File: config.mk
export PLATFORM = sky130hd
export DESIGN_NAME = mdio_master
export DESIGN_NICKNAME = d
export VERILOG_FILES = /design/src/rtl/mdio_pkg.sv /design/src/rtl/mdio_clk_gen.sv /design/src/rtl/mdio_master.sv
export SDC_FILE = /design/constraint.sdc
export NUM_CORES = 1
export LEC_CHECK = 0
export CAP_MARGIN = 30
export CORE_MARGIN = 10
export CORE_UTILIZATION = 45
export DETAILED_ROUTE_END_ITERATION = 8
export HOLD_SLACK_MARGIN = 0.15
export PLACE_DENSITY = 0.75
export SYNTH_ARGS = -nofsm -noshare
export SYNTH_HDL_FRONTEND = slang
export SYNTH_SLANG_ARGS = --single-unit
File: constraint.sdc
create_clock -name clock -period 3.1 [get_ports clock]
set_input_delay 0.31 -clock clock [delete_from_list [all_inputs] [get_ports clock]]
set_output_delay 0.31 -clock clock [all_outputs]
set_load 0.02 [all_outputs]
File: src/rtl/mdio_pkg.sv
// Shared constants, field widths, state encoding and header layout for the MDIO master.
package mdio_pkg;

    localparam int unsigned PHYAD_W  = 5;
    localparam int unsigned REGAD_W  = 5;
    localparam int unsigned DATA_W   = 16;
    localparam int unsigned HDR_W    = 14;
    localparam int unsigned TA_W     = 2;
    localparam int unsigned BITCNT_W = 6;

    localparam logic [1:0] MDIO_ST    = 2'b01;
    localparam logic [1:0] MDIO_OP_RD = 2'b10;
    localparam logic [1:0] MDIO_OP_WR = 2'b01;
    localparam logic [1:0] MDIO_TA_WR = 2'b10;

    typedef enum logic [2:0] {
        IDLE,
        PREAMBLE,
        HEADER,
        TA,
        DATA,
        END
    } mdio_state_e;

    // ST + OP + PHYAD + REGAD, shifted out MSB first
    typedef struct packed {
        logic [1:0]         st;
        logic [1:0]         op;
        logic [PHYAD_W-1:0] phyad;
        logic [REGAD_W-1:0] regad;
    } mdio_hdr_t;

endpackage

File: src/rtl/mdio_clk_gen.sv
// MDC generator: half-period tick counter, free-running only while enabled.
module mdio_clk_gen #(
    parameter int unsigned CLK_DIV = 10
) (
    input  logic clock,
    input  logic reset_n,
    input  logic i_en,
    output logic o_mdc,
    output logic o_rise_c,
    output logic o_period_end_c
);

    localparam int unsigned TICK_W = (CLK_DIV > 1) ? $clog2(CLK_DIV) : 1;
    localparam logic [TICK_W-1:0] TICK_LAST = TICK_W'(CLK_DIV - 1);

    logic [TICK_W-1:0] r_tick;
    logic              r_half;
    logic              w_tick;

    assign w_tick         = i_en && (r_tick == TICK_LAST);
    assign o_rise_c       = w_tick && !r_half;
    assign o_period_end_c = w_tick && r_half;
    assign o_mdc          = r_half;

    always_ff @(posedge clock or negedge reset_n) begin
        if (!reset_n) begin
            r_tick <= '0;
            r_half <= 1'b0;
        end else if (!i_en) begin
            r_tick <= '0;
            r_half <= 1'b0;
        end else if (w_tick) begin
            r_tick <= '0;
            r_half <= ~r_half;
        end else begin
            r_tick <= r_tick + 1'b1;
        end
    end

endmodule

File: src/rtl/mdio_master.sv
// Clause-22 MDIO management master: frames one read or write per request on mdc/mdio.
module mdio_master
    import mdio_pkg::*;
#(
    parameter int unsigned CLK_DIV       = 10,
    parameter int unsigned PREAMBLE_BITS = 32
) (
    input  logic               clock,
    input  logic               reset_n,
    input  logic [PHYAD_W-1:0] phy_addr,
    input  logic [REGAD_W-1:0] reg_addr,
    input  logic [DATA_W-1:0]  wr_data,
    input  logic               rd_request,
    input  logic               wr_request,
    input  logic               no_preamble,
    output logic               ready,
    output logic               done,
    output logic [DATA_W-1:0]  rd_data,
    output logic               rd_error,
    output logic               mdc,
    output logic               mdio_out,
    output logic               mdio_oe,
    input  logic               mdio_in
);

    if (CLK_DIV == 0) begin : g_bad_clk_div
        $error("mdio_master: CLK_DIV must be at least 1");
    end
    if ((PREAMBLE_BITS == 0) || (PREAMBLE_BITS > 32)) begin : g_bad_preamble
        $error("mdio_master: PREAMBLE_BITS must be in 1..32");
    end

    mdio_state_e         r_state;
    logic [BITCNT_W-1:0] r_bit_cnt;
    logic                r_is_rd;
    logic [HDR_W-1:0]    r_hdr;
    logic [DATA_W-1:0]   r_wd;
    logic [DATA_W-1:0]   r_rdsh;
    logic                r_ta_err;
    logic                r_ready;
    logic                r_done;
    logic [DATA_W-1:0]   r_rd_data;
    logic                r_rd_error;
    logic                r_mdio_out;
    logic                r_mdio_oe;

    logic      w_en;
    logic      w_rise;
    logic      w_pend;
    logic      w_mdc;
    logic      w_req;
    mdio_hdr_t w_hdr;

    assign w_en  = (r_state != IDLE);
    assign w_req = rd_request || wr_request;
    assign w_hdr = '{st: MDIO_ST, op: (rd_request ? MDIO_OP_RD : MDIO_OP_WR),
                     phyad: phy_addr, regad: reg_addr};

    mdio_clk_gen #(.CLK_DIV(CLK_DIV)) u_clk_gen (
        .clock          (clock),
        .reset_n        (reset_n),
        .i_en           (w_en),
        .o_mdc          (w_mdc),
        .o_rise_c       (w_rise),
        .o_period_end_c (w_pend)
    );

    // Line values change on period_end so each bit is set up on the first clock of its period
    always_ff @(posedge clock or negedge reset_n) begin
        if (!reset_n) begin
            r_state    <= IDLE;
            r_bit_cnt  <= '0;
            r_is_rd    <= 1'b0;
            r_hdr      <= '0;
            r_wd       <= '0;
            r_rdsh     <= '0;
            r_ta_err   <= 1'b0;
            r_ready    <= 1'b1;
            r_done     <= 1'b0;
            r_rd_data  <= '0;
            r_rd_error <= 1'b0;
            r_mdio_out <= 1'b1;
            r_mdio_oe  <= 1'b0;
        end else begin
            r_done <= 1'b0;

            if (w_rise && r_is_rd) begin
                if ((r_state == TA) && (r_bit_cnt == '0)) r_ta_err <= mdio_in;
                if (r_state == DATA) r_rdsh <= {r_rdsh[DATA_W-2:0], mdio_in};
            end

            case (r_state)
                IDLE: begin
                    if (w_req) begin
                        r_ready   <= 1'b0;
                        r_is_rd   <= rd_request;
                        r_wd      <= wr_data;
                        r_mdio_oe <= 1'b1;
                        if (no_preamble) begin
                            r_state    <= HEADER;
                            r_bit_cnt  <= BITCNT_W'(HDR_W - 1);
                            r_mdio_out <= w_hdr[HDR_W-1];
                            r_hdr      <= {w_hdr[HDR_W-2:0], 1'b0};
                        end else begin
                            r_state    <= PREAMBLE;
                            r_bit_cnt  <= BITCNT_W'(PREAMBLE_BITS - 1);
                            r_mdio_out <= 1'b1;
                            r_hdr      <= w_hdr;
                        end
                    end
                end
                PREAMBLE: begin
                    if (w_pend) begin
                        if (r_bit_cnt == '0) begin
                            r_state    <= HEADER;
                            r_bit_cnt  <= BITCNT_W'(HDR_W - 1);
                            r_mdio_out <= r_hdr[HDR_W-1];
                            r_hdr      <= {r_hdr[HDR_W-2:0], 1'b0};
                        end else begin
                            r_bit_cnt <= r_bit_cnt - 1'b1;
                        end
                    end
                end
                HEADER: begin
                    if (w_pend) begin
                        if (r_bit_cnt == '0) begin
                            r_state    <= TA;
                            r_bit_cnt  <= BITCNT_W'(TA_W - 1);
                            r_mdio_out <= r_is_rd ? 1'b1 : MDIO_TA_WR[1];
                            r_mdio_oe  <= !r_is_rd;
                        end else begin
                            r_bit_cnt  <= r_bit_cnt - 1'b1;
                            r_mdio_out <= r_hdr[HDR_W-1];
                            r_hdr      <= {r_hdr[HDR_W-2:0], 1'b0};
                        end
                    end
                end
                TA: begin
                    if (w_pend) begin
                        if (r_bit_cnt == '0) begin
                            r_state    <= DATA;
                            r_bit_cnt  <= BITCNT_W'(DATA_W - 1);
                            r_mdio_out <= r_is_rd ? 1'b1 : r_wd[DATA_W-1];
                            r_wd       <= {r_wd[DATA_W-2:0], 1'b0};
                        end else begin
                            r_bit_cnt  <= r_bit_cnt - 1'b1;
                            r_mdio_out <= r_is_rd ? 1'b1 : MDIO_TA_WR[0];
                        end
                    end
                end
                DATA: begin
                    if (w_pend) begin
                        if (r_bit_cnt == '0) begin
                            r_state    <= END;
                            r_mdio_out <= 1'b1;
                            r_mdio_oe  <= 1'b0;
                        end else begin
                            r_bit_cnt  <= r_bit_cnt - 1'b1;
                            r_mdio_out <= r_is_rd ? 1'b1 : r_wd[DATA_W-1];
                            r_wd       <= {r_wd[DATA_W-2:0], 1'b0};
                        end
                    end
                end
                END: begin
                    if (w_pend) begin
                        r_state <= IDLE;
                        r_ready <= 1'b1;
                        r_done  <= 1'b1;
                        if (r_is_rd) begin
                            r_rd_data  <= r_rdsh;
                            r_rd_error <= r_ta_err;
                        end else begin
                            r_rd_error <= 1'b0;
                        end
                    end
                end
                default: r_state <= IDLE;
            endcase
        end
    end

    assign ready    = r_ready;
    assign done     = r_done;
    assign rd_data  = r_rd_data;
    assign rd_error = r_rd_error;
    assign mdc      = w_mdc;
    assign mdio_out = r_mdio_out;
    assign mdio_oe  = r_mdio_oe;

endmodule

# [Yosys cells after proc, flatten, opt, wreduce, memory -nomap -nowiden]
# Cells that the tools add are included.
[totals] ramBits=0 mem_bits_ro=0 regBits=83 latch_bits=0 input_bits=32 mem_count=0 out_inout_bits=22
[classes] reduce_logical=28 div=0 muxes=66 order_cmp=0 n_eq_ne=19 n_mul=0 add_sub_neg=2 bitwise=1 shift=0
[op_table] op="14-bit 2-to-1 mux" count=6
[op_table] op="16-bit 2-to-1 mux" count=5
[op_table] op="6-bit 2-to-1 mux" count=9
[op_table] op="16-bit one-hot mux with 3 select lines" count=1
[op_table] op="14-bit one-hot mux with 3 select lines" count=1
[op_table] op="3-bit 2-to-1 mux" count=10
[op_table] op="6-bit one-hot mux with 5 select lines" count=1
[op_table] op="1-bit 2-to-1 mux" count=24
[op_table] op="3-bit one-hot mux with 6 select lines" count=1
[op_table] op="6-bit AND reduction" count=3
[op_table] op="2-bit by 1-bit inequality test with 1-bit output (second input constant)" count=7
[op_table] op="7-bit AND reduction" count=2
[op_table] op="2-bit inequality test (second input constant)" count=6
[op_table] op="3-bit nonzero test" count=4
[op_table] op="10-bit AND reduction" count=1
[op_table] op="4-bit 2-to-1 mux" count=2
[op_table] op="2-bit AND reduction" count=4
[op_table] op="3-bit by 2-bit equality test with 1-bit output (second input constant)" count=2
[op_table] op="3-bit equality test (second input constant)" count=2
[op_table] op="6-bit zero test" count=1
[op_table] op="3-bit AND reduction" count=2
[op_table] op="6-bit by 1-bit subtractor with 6-bit output (second input constant)" count=1
[op_table] op="1-bit logical AND" count=5
[op_table] op="5-bit 2-to-1 mux" count=1
[op_table] op="13 further kinds" count=15

# [Depth between registers and ports, before layout]
# Gate-level depths: netlist of run 1.
[logic_depth] ltp_word=5 mapped_depth=8

# [Modules after synthesis]
# Synthesis of run 1 repeated with hierarchy kept, for this count alone.
[unflattened] hier_cells=393 hier_area_um2=4207.8
[by_module_without_submodules] module="mdio_master" seq_area_each_um2=1954.4 area_each_um2=3947.5 n_inst=1 cells_each=368
[by_module_without_submodules] module="mdio_clk_gen" seq_area_each_um2=125.1 area_each_um2=260.2 n_inst=1 cells_each=25

# [Worst setup path before layout of run 1]
# No wires, ideal clock.
[synth_path] path_kind="register to register" from="reg r_bit_cnt[2]" to="reg r_hdr[0]" arrival_ns=2.137 path_stages_with_launch=8 setup_slack_ns=0.838 path_cell_list="dfrtp_1 > nor4_4 > and2_4 > buf_6 > mux2_4 > o31ai_4 > buf_6 > mux2_2"
[synth_via] elab_chain_len=3 word_cells_on_any_way=4 classes_between="2 x eq/ne; 2 x reduce/logical"
[synth_rtl] element="start: declaration" line="mdio_master.sv:34" text="logic [BITCNT_W-1:0] r_bit_cnt;"
[synth_rtl] element="start signal: assignment" line="mdio_master.sv:101" text="r_bit_cnt <= BITCNT_W'(HDR_W - 1);"
[synth_rtl] element="start signal: assignment" line="mdio_master.sv:106" text="r_bit_cnt <= BITCNT_W'(PREAMBLE_BITS - 1);"
[synth_rtl] element="start signal: assignment" line="mdio_master.sv:116" text="r_bit_cnt <= BITCNT_W'(HDR_W - 1);"
[synth_rtl] element="6-bit zero test *" line="mdio_master.sv:114, mdio_master.sv:126"
[synth_rtl] element="2-bit inequality test (no line)"
[synth_rtl] element="6-bit AND reduction (no line) *"
[synth_rtl] element="end signal: assignment" line="mdio_master.sv:108" text="r_hdr <= w_hdr;"
[synth_rtl] element="end signal: assignment" line="mdio_master.sv:118" text="r_hdr <= {r_hdr[HDR_W-2:0], 1'b0};"
[synth_rtl] element="end signal: assignment" line="mdio_master.sv:134" text="r_hdr <= {r_hdr[HDR_W-2:0], 1'b0};"
[synth_rtl] element="end: declaration" line="mdio_master.sv:36" text="logic [HDR_W-1:0] r_hdr;"
# Every way passes the cells marked *; elsewhere a longest branch is shown, timed or not.
# A chain may end at the register's enable or synchronous reset.

# [Final worst setup path of run 1]
[layout_path] from="reg r_bit_cnt[3]" to="reg r_hdr[11]"
# The elaborated chain is that of the path after synthesis.

==> flow_summary.yaml, run 1 <==
floorplan:
  core.rowCount: 34
  start_util: 0.465
  die_x_um: 115
  die_area_mm2: 0.0133
  die_y_um: 115
  core_area_mm2: 0.00876
  ios: 54
layout:
  nets: 451
  antenna_cells: 0
  drive_gt1_frac: 0.212
  syn2layout_area_growth_pct: 20.6
  utilization: 0.562
  fin_cells: 527
  stdcell_area_mm2: 0.00492
  fill_cells: 770
synth:
  avgSynthCellArea_um2: 11.3
  synth.yosys.seq_area_share: 0.510
  ys_types: 56
  yosys.area.top_type: "dfrtp_1"
  synth_fp_nets: 398
  ys_ff_latch: 83
  yosys_warnings: 0
  synth_area_leaders: "dfrtp_1, mux2_2, mux2i_1, nor2_1, o21ai_0"
  synth_edf_count: 0
  synth_area_mm2: 0.00408
  synth_common_cells: "dfrtp_1, mux2_2, nor2_1, mux2i_1, o21ai_0"
  synth_cells: 361
  yosysTopAreaCellShare: 0.497
  yosysMostFrequentCell: "dfrtp_1"
  async_reset_ff_frac: 1.00
  ys.flop_type: "dfrtp_1"
timing:
  finalSetupViolCount: 0
  fin_skew_ps: 18.6
  relSlewSlack: 0.519
  final_max_slew_viol_count: 0
  worstMarginPinSlew_ps: 721
  hold_viol: 0
  rsz0062_at_grt: "false"
  finalWorstPathRequiredPeriod_ps: 2580
  clock.fmax_ghz: 0.387
  fin_crit_sh: 0.833
  fin_setup_tns_ps: 0
power_and_ir_drop:
  vdd_ir_drop_max_v: 0.000215
  total_leakage_power_nw: 2.17
  p_total_mw: 1.99
  powerDensity_mw_per_mm2: 405
placement:
  io_buffers: 53
  placed_area_mm2: 0.00471
  dpl.hpwl_um: 6040
  placed_cells: 510
  place_congestion: 0.876
grt:
  grt_use_total: 0.132
  grt_antenna_before_repair: 0
  grt_max_degree: 44
  grt_first_pass_wirelength_um: 14400
  grt_overflow: 0
  first_global_vias: 3018
detailed_routing:
  finalWirelength_um: 8340
  viasPerCell: 5.46
  vias: 2879
  drc: 0
  first_pass_iters: 4
  wire_per_inst_um: 15.8
  ant_nets: 0
  drt_iter0_drc: 81
cts:
  cts-root-buf: "clkbuf_8"
  cts_max_level: 3
  clock_sinks: 83
  cts_buffers: 9
  cts_buffer_depth: 2
  clkSlewWorstSetupHoldPaths_ps: 100
  clock_latency_ps: 360
  cts_resized: 0
  cts_tree: "yes"
critical_path:
  crit_type: "reg2reg"
  end_kind: "flip-flop"
  worstPathRequired_ps: 3350
  crit_fanout: 14
  cp.arrival_ps: 2830
  critPathLaunchType: "flip-flop"
outcome:
  status: "completed"
job:
  maxCapViolations: 0
min_path:
  hold_path_class: "in2async"
==> flip-flops by register name, indices dropped and copies added, names as in the netlist <==
register and flops:
mdio_oe 1, ready 1, r_ta_err 1, r_bit_cnt 6
done 1, rd_data 16, r_hdr 14, r_rdsh 16
r_wd 16, u_clk_gen.o_mdc 1, mdio_out 1, r_is_rd 1
r_state 3, rd_error 1, u_clk_gen.r_tick 4
==> per-stage QoR <==
step                      setup slack, ps  hold WS [ps]
after CTS                             548           465
after global routing                  380           505
after detailed placement              558           330
after global placement                625           481
final                                 519           451
after floorplan                       838          14.4
==> routing by layer <==
layer,up-vias,GRT usage,wire length (um)
met5,-,0,0
met4,0,0.0545,131
li1,1400,-,-
met3,12,0.0438,458
met1,1419,0.156,3570
met2,48,0.216,4180
==> kinds of logic after synthesis <==
logic type,count (synthesis),synth area share
compound gates,74,0.116
xor+xnor,5,0.0107
fa+ha+maj,5,0.0153
buf+inv,29,0.0347
flops,83,0.510
mux,78,0.208
simple gates,87,0.106
==> layout by cell type (no fill, tap or decap), types with 3 or more instances in the layout <==
cell             instances
clkdlybuf4s50_1         52
o21ai_0                 25
xor2_1                   3
ha_1                     5
inv_6                    3
nor2b_1                  3
nor2_1                  34
mux2_2                  51
nand2b_1                 3
mux2i_1                 26
dfrtp_1                 81
clkbuf_8                 9
a21oi_1                 22
nand2_1                 23
nand3_1                  6
buf_4                    8
inv_1                    8
==> critical path: stages, from the launching register on <==
cell	delay [ps]
dfrtp_1	450
nor4_4	420
and2_4	270
mux2_4	320
o31ai_4	600
mux2_2	420
==> worst paths after layout <==
path / depth (start not counted) / end / slack, ps / startpoint
setup / recovery: 5 / r_hdr[11]$_DFFE_PN0P_ / 520 / r_bit_cnt[3]$_DFFE_PN0P_
hold / removal: 2 / rd_data[3]$_DFFE_PN0P_ / 450 / reset_n
setup reg to reg: 5 / r_hdr[11]$_DFFE_PN0P_ / 520 / r_bit_cnt[3]$_DFFE_PN0P_
hold reg to reg: 1 / u_clk_gen.r_tick[0]$_DFF_PN0_ / 500 / u_clk_gen.r_tick[0]$_DFF_PN0_
max in group asynchronous: 3 / mdio_out$_DFFE_PN1P_ / 1960 / reset_n
min in group clock: 1 / u_clk_gen.r_tick[0]$_DFF_PN0_ / 500 / u_clk_gen.r_tick[0]$_DFF_PN0_
==> final cells by class <==
cell class | instances | area (um^2) | share of cell area
clock buffers | 9 | 124 | 0.0252
inverters | 8 | 30.0 | 0.00610
flip-flops and latches | 83 | 2080 | 0.423
repair buffers | 63 | 616 | 0.125
multi-input cells | 249 | 1860 | 0.378
well taps | 108 | 135 | 0.0275
clock inverters | 7 | 78.8 | 0.0160
==> power breakdown <==
group / total [mW] / leakage [nW] / internal [mW] / switching (mW)
clock: 0.777 / 0.102 / 0.320 / 0.457
combinational: 0.112 / 1.04 / 0.0613 / 0.0507
sequential: 1.10 / 1.03 / 1.09 / 0.00828
==> timing repair <==
action | CTS | global route
endpoints found under the hold margin | 39 | 0
buffers inserted | 0 | 0
hold buffers | 1 | 0
No activity file was read; power rests on OpenSTA's default activity.
==> run 2, diff against run 1 <==
==> constraint.sdc (replaced) <==
create_clock -name clock -period 2.6 [get_ports clock]
set_input_delay 0.26 -clock clock [delete_from_list [all_inputs] [get_ports clock]]
set_output_delay 0.26 -clock clock [all_outputs]
set_load 0.02 [all_outputs]
==> run 2 against run 1 <==
Via count increased by 0.52%. Core utilization grew 0.39 points. Sequential power increased by 20%. Sequential share of layout area is 0.29 points lower. Non-clock buffer count grew 8. First-iteration DRC count up 77%. Worst setup slack got worse by 260 ps. Cell count is 1.5% higher. Worst hold slack worse by 25 ps. Clock power up 14%. Critical path type unchanged. Largest cell class unchanged. Highest routed layer unchanged.
==> flow_summary.yaml, run 2 (same netlist as run 1, synthesis figures left out) <==
cts:
  clock_sinks: 83
  clock_latency_ps: 360
  clkSlewWorstSetupHoldPaths_ps: 100
  cts_max_level: 3
  cts_buffers: 9
  cts_buffer_depth: 2
  cts-root-buf: "clkbuf_8"
  cts_tree: "yes"
placement:
  placed_area_mm2: 0.00476
  place_congestion: 0.862
  placed_cells: 518
  io_buffers: 53
  dpl.hpwl_um: 6290
floorplan:
  die_y_um: 115
  core_area_mm2: 0.00876
  die_x_um: 115
  ios: 54
  core.rowCount: 34
  die_area_mm2: 0.0133
  start_util: 0.465
power_and_ir_drop:
  swShare: 0.250
  vdd_ir_drop_max_v: 0.000270
  power.share.combinational: 0.057
  p_switching_mw: 0.582
  seq_power_share: 0.564
  power.internal_mw: 1.75
  powerDensity_mw_per_mm2: 470
  p_clk_frac: 0.379
  total_leakage_power_nw: 2.20
layout:
  mostFrequentLayoutCell: "dfrtp_1"
  layout_common_cells: "dfrtp_1, clkdlybuf4s50_1, mux2_2"
  drive_gt1_frac: 0.227
  nets: 459
  antenna_cells: 0
  syn2layout_area_growth_pct: 21.5
  stdcell_area_mm2: 0.00495
  fin_cells: 535
timing:
  rsz0062_at_grt: "false"
  final_max_slew_viol_count: 0
  fin_skew_ps: 12.9
  fin_setup_tns_ps: 0
  finalSetupViolCount: 0
  finalWorstPathRequiredPeriod_ps: 2350
  fin_crit_sh: 0.902
  worstMarginPinSlew_ps: 590
  timing.hold.ws_ps: 426
  hold_viol: 0
  clock.fmax_ghz: 0.426
  relSlewSlack: 0.607
detailed_routing:
  highest_layer: "met4"
  ant_nets: 0
  finalWirelength_um: 8520
  viasPerCell: 5.41
  drc: 0
  first_pass_iters: 4
  met3_length_um: 499
  wl_met1_um: 3480
  dr_wl_met2_um: 4400
  wire_per_inst_um: 15.9
  drt_iter0_drc: 143
  vias: 2894
critical_path:
  end_kind: "flip-flop"
  reg2regPathDepth: 6
  crit_fanout: 14
  crit_type: "reg2reg"
  r2r_start: "r_bit_cnt[3]$_DFFE_PN0P_"
  cp.arrival_ps: 2590
  r2r_slack_ps: 250
  worstPathRequired_ps: 2840
  critPathLaunchType: "flip-flop"
  r2r_end: "r_hdr[1]$_DFFE_PN0P_"
grt:
  grt_antenna_before_repair: 0
  first_global_vias: 2993
  grt_first_pass_wirelength_um: 14300
  grt_overflow: 0
  grt_use_total: 0.132
  grt_max_degree: 49
outcome:
  status: "completed"
min_path:
  hold_path_class: "in2async"
job:
  maxCapViolations: 0
==> run 2: per-stage QoR <==
stage | worst slack [ps] | util | power [mW]
2_1_floorplan | 338 | - | 1.38
3_3_place_gp | 346 | 0.542 | 1.47
3_5_place_dp | 277 | 0.543 | 1.48
4_1_cts | 268 | 0.565 | 2.37
5_1_grt | 165 | 0.565 | 2.43
6_report | 254 | 0.565 | 2.33
==> run 2: worst max path at each step <==
stage / to / cells past startpoint / start / slack (ps)
after CTS: r_hdr[1]$_DFFE_PN0P_ / 6 / r_bit_cnt[2]$_DFFE_PN0P_ / 270
after global routing: r_hdr[5]$_DFFE_PN0P_ / 6 / r_bit_cnt[2]$_DFFE_PN0P_ / 170
after global placement: r_hdr[10]$_DFFE_PN0P_ / 6 / r_bit_cnt[2]$_DFFE_PN0P_ / 350
after floorplan: r_hdr[0]$_DFFE_PN0P_ / 7 / r_bit_cnt[2]$_DFFE_PN0P_ / 340
final: r_hdr[1]$_DFFE_PN0P_ / 6 / r_bit_cnt[3]$_DFFE_PN0P_ / 250
after detailed placement: r_hdr[1]$_DFFE_PN0P_ / 6 / r_bit_cnt[2]$_DFFE_PN0P_ / 280
==> run 2: repair_timing <==
action,in CTS,in global routing
hold buffers,1,0
hold endpoints to repair,45,0
setup buffers,0,0
resized for setup,0,0
==> run 2: worst max-delay path, cell delays in order (launching register included) <==
cell and delay [ps]:
dfrtp_1 450, nor4_4 420, and2_4 270, mux2_4 320, o31ai_4 160, buf_4 250, mux2_2 360
==> run 2: cell type report <==
cell class / instances / area [um^2]
Fill cell: 758 / 3810
Sequential cell: 83 / 2080
Multi-Input combinational cell: 249 / 1860
Timing Repair Buffer: 71 / 663
Tap cell: 108 / 135
Clock buffer: 9 / 124
Clock inverter: 7 / 65.1
Inverter: 8 / 30.0
==> run 2: per-layer routing <==
layer | up-vias | GRT usage
li1 | 1414 | -
met1 | 1410 | 0.144
met2 | 56 | 0.228
met3 | 14 | 0.0484
met4 | 0 | 0.0495
met5 | - | 0
==> run 2: power by group through the flow <==
stage / Sequential, mW / Clock [mW] / Combinational [mW]
2_1_floorplan: 1.34 / 0 / 0.0465
3_3_place_gp: 1.34 / 0 / 0.131
3_5_place_dp: 1.34 / 0 / 0.135
4_1_cts: 1.32 / 0.916 / 0.137
5_1_grt: 1.32 / 0.959 / 0.150
6_report: 1.32 / 0.883 / 0.133
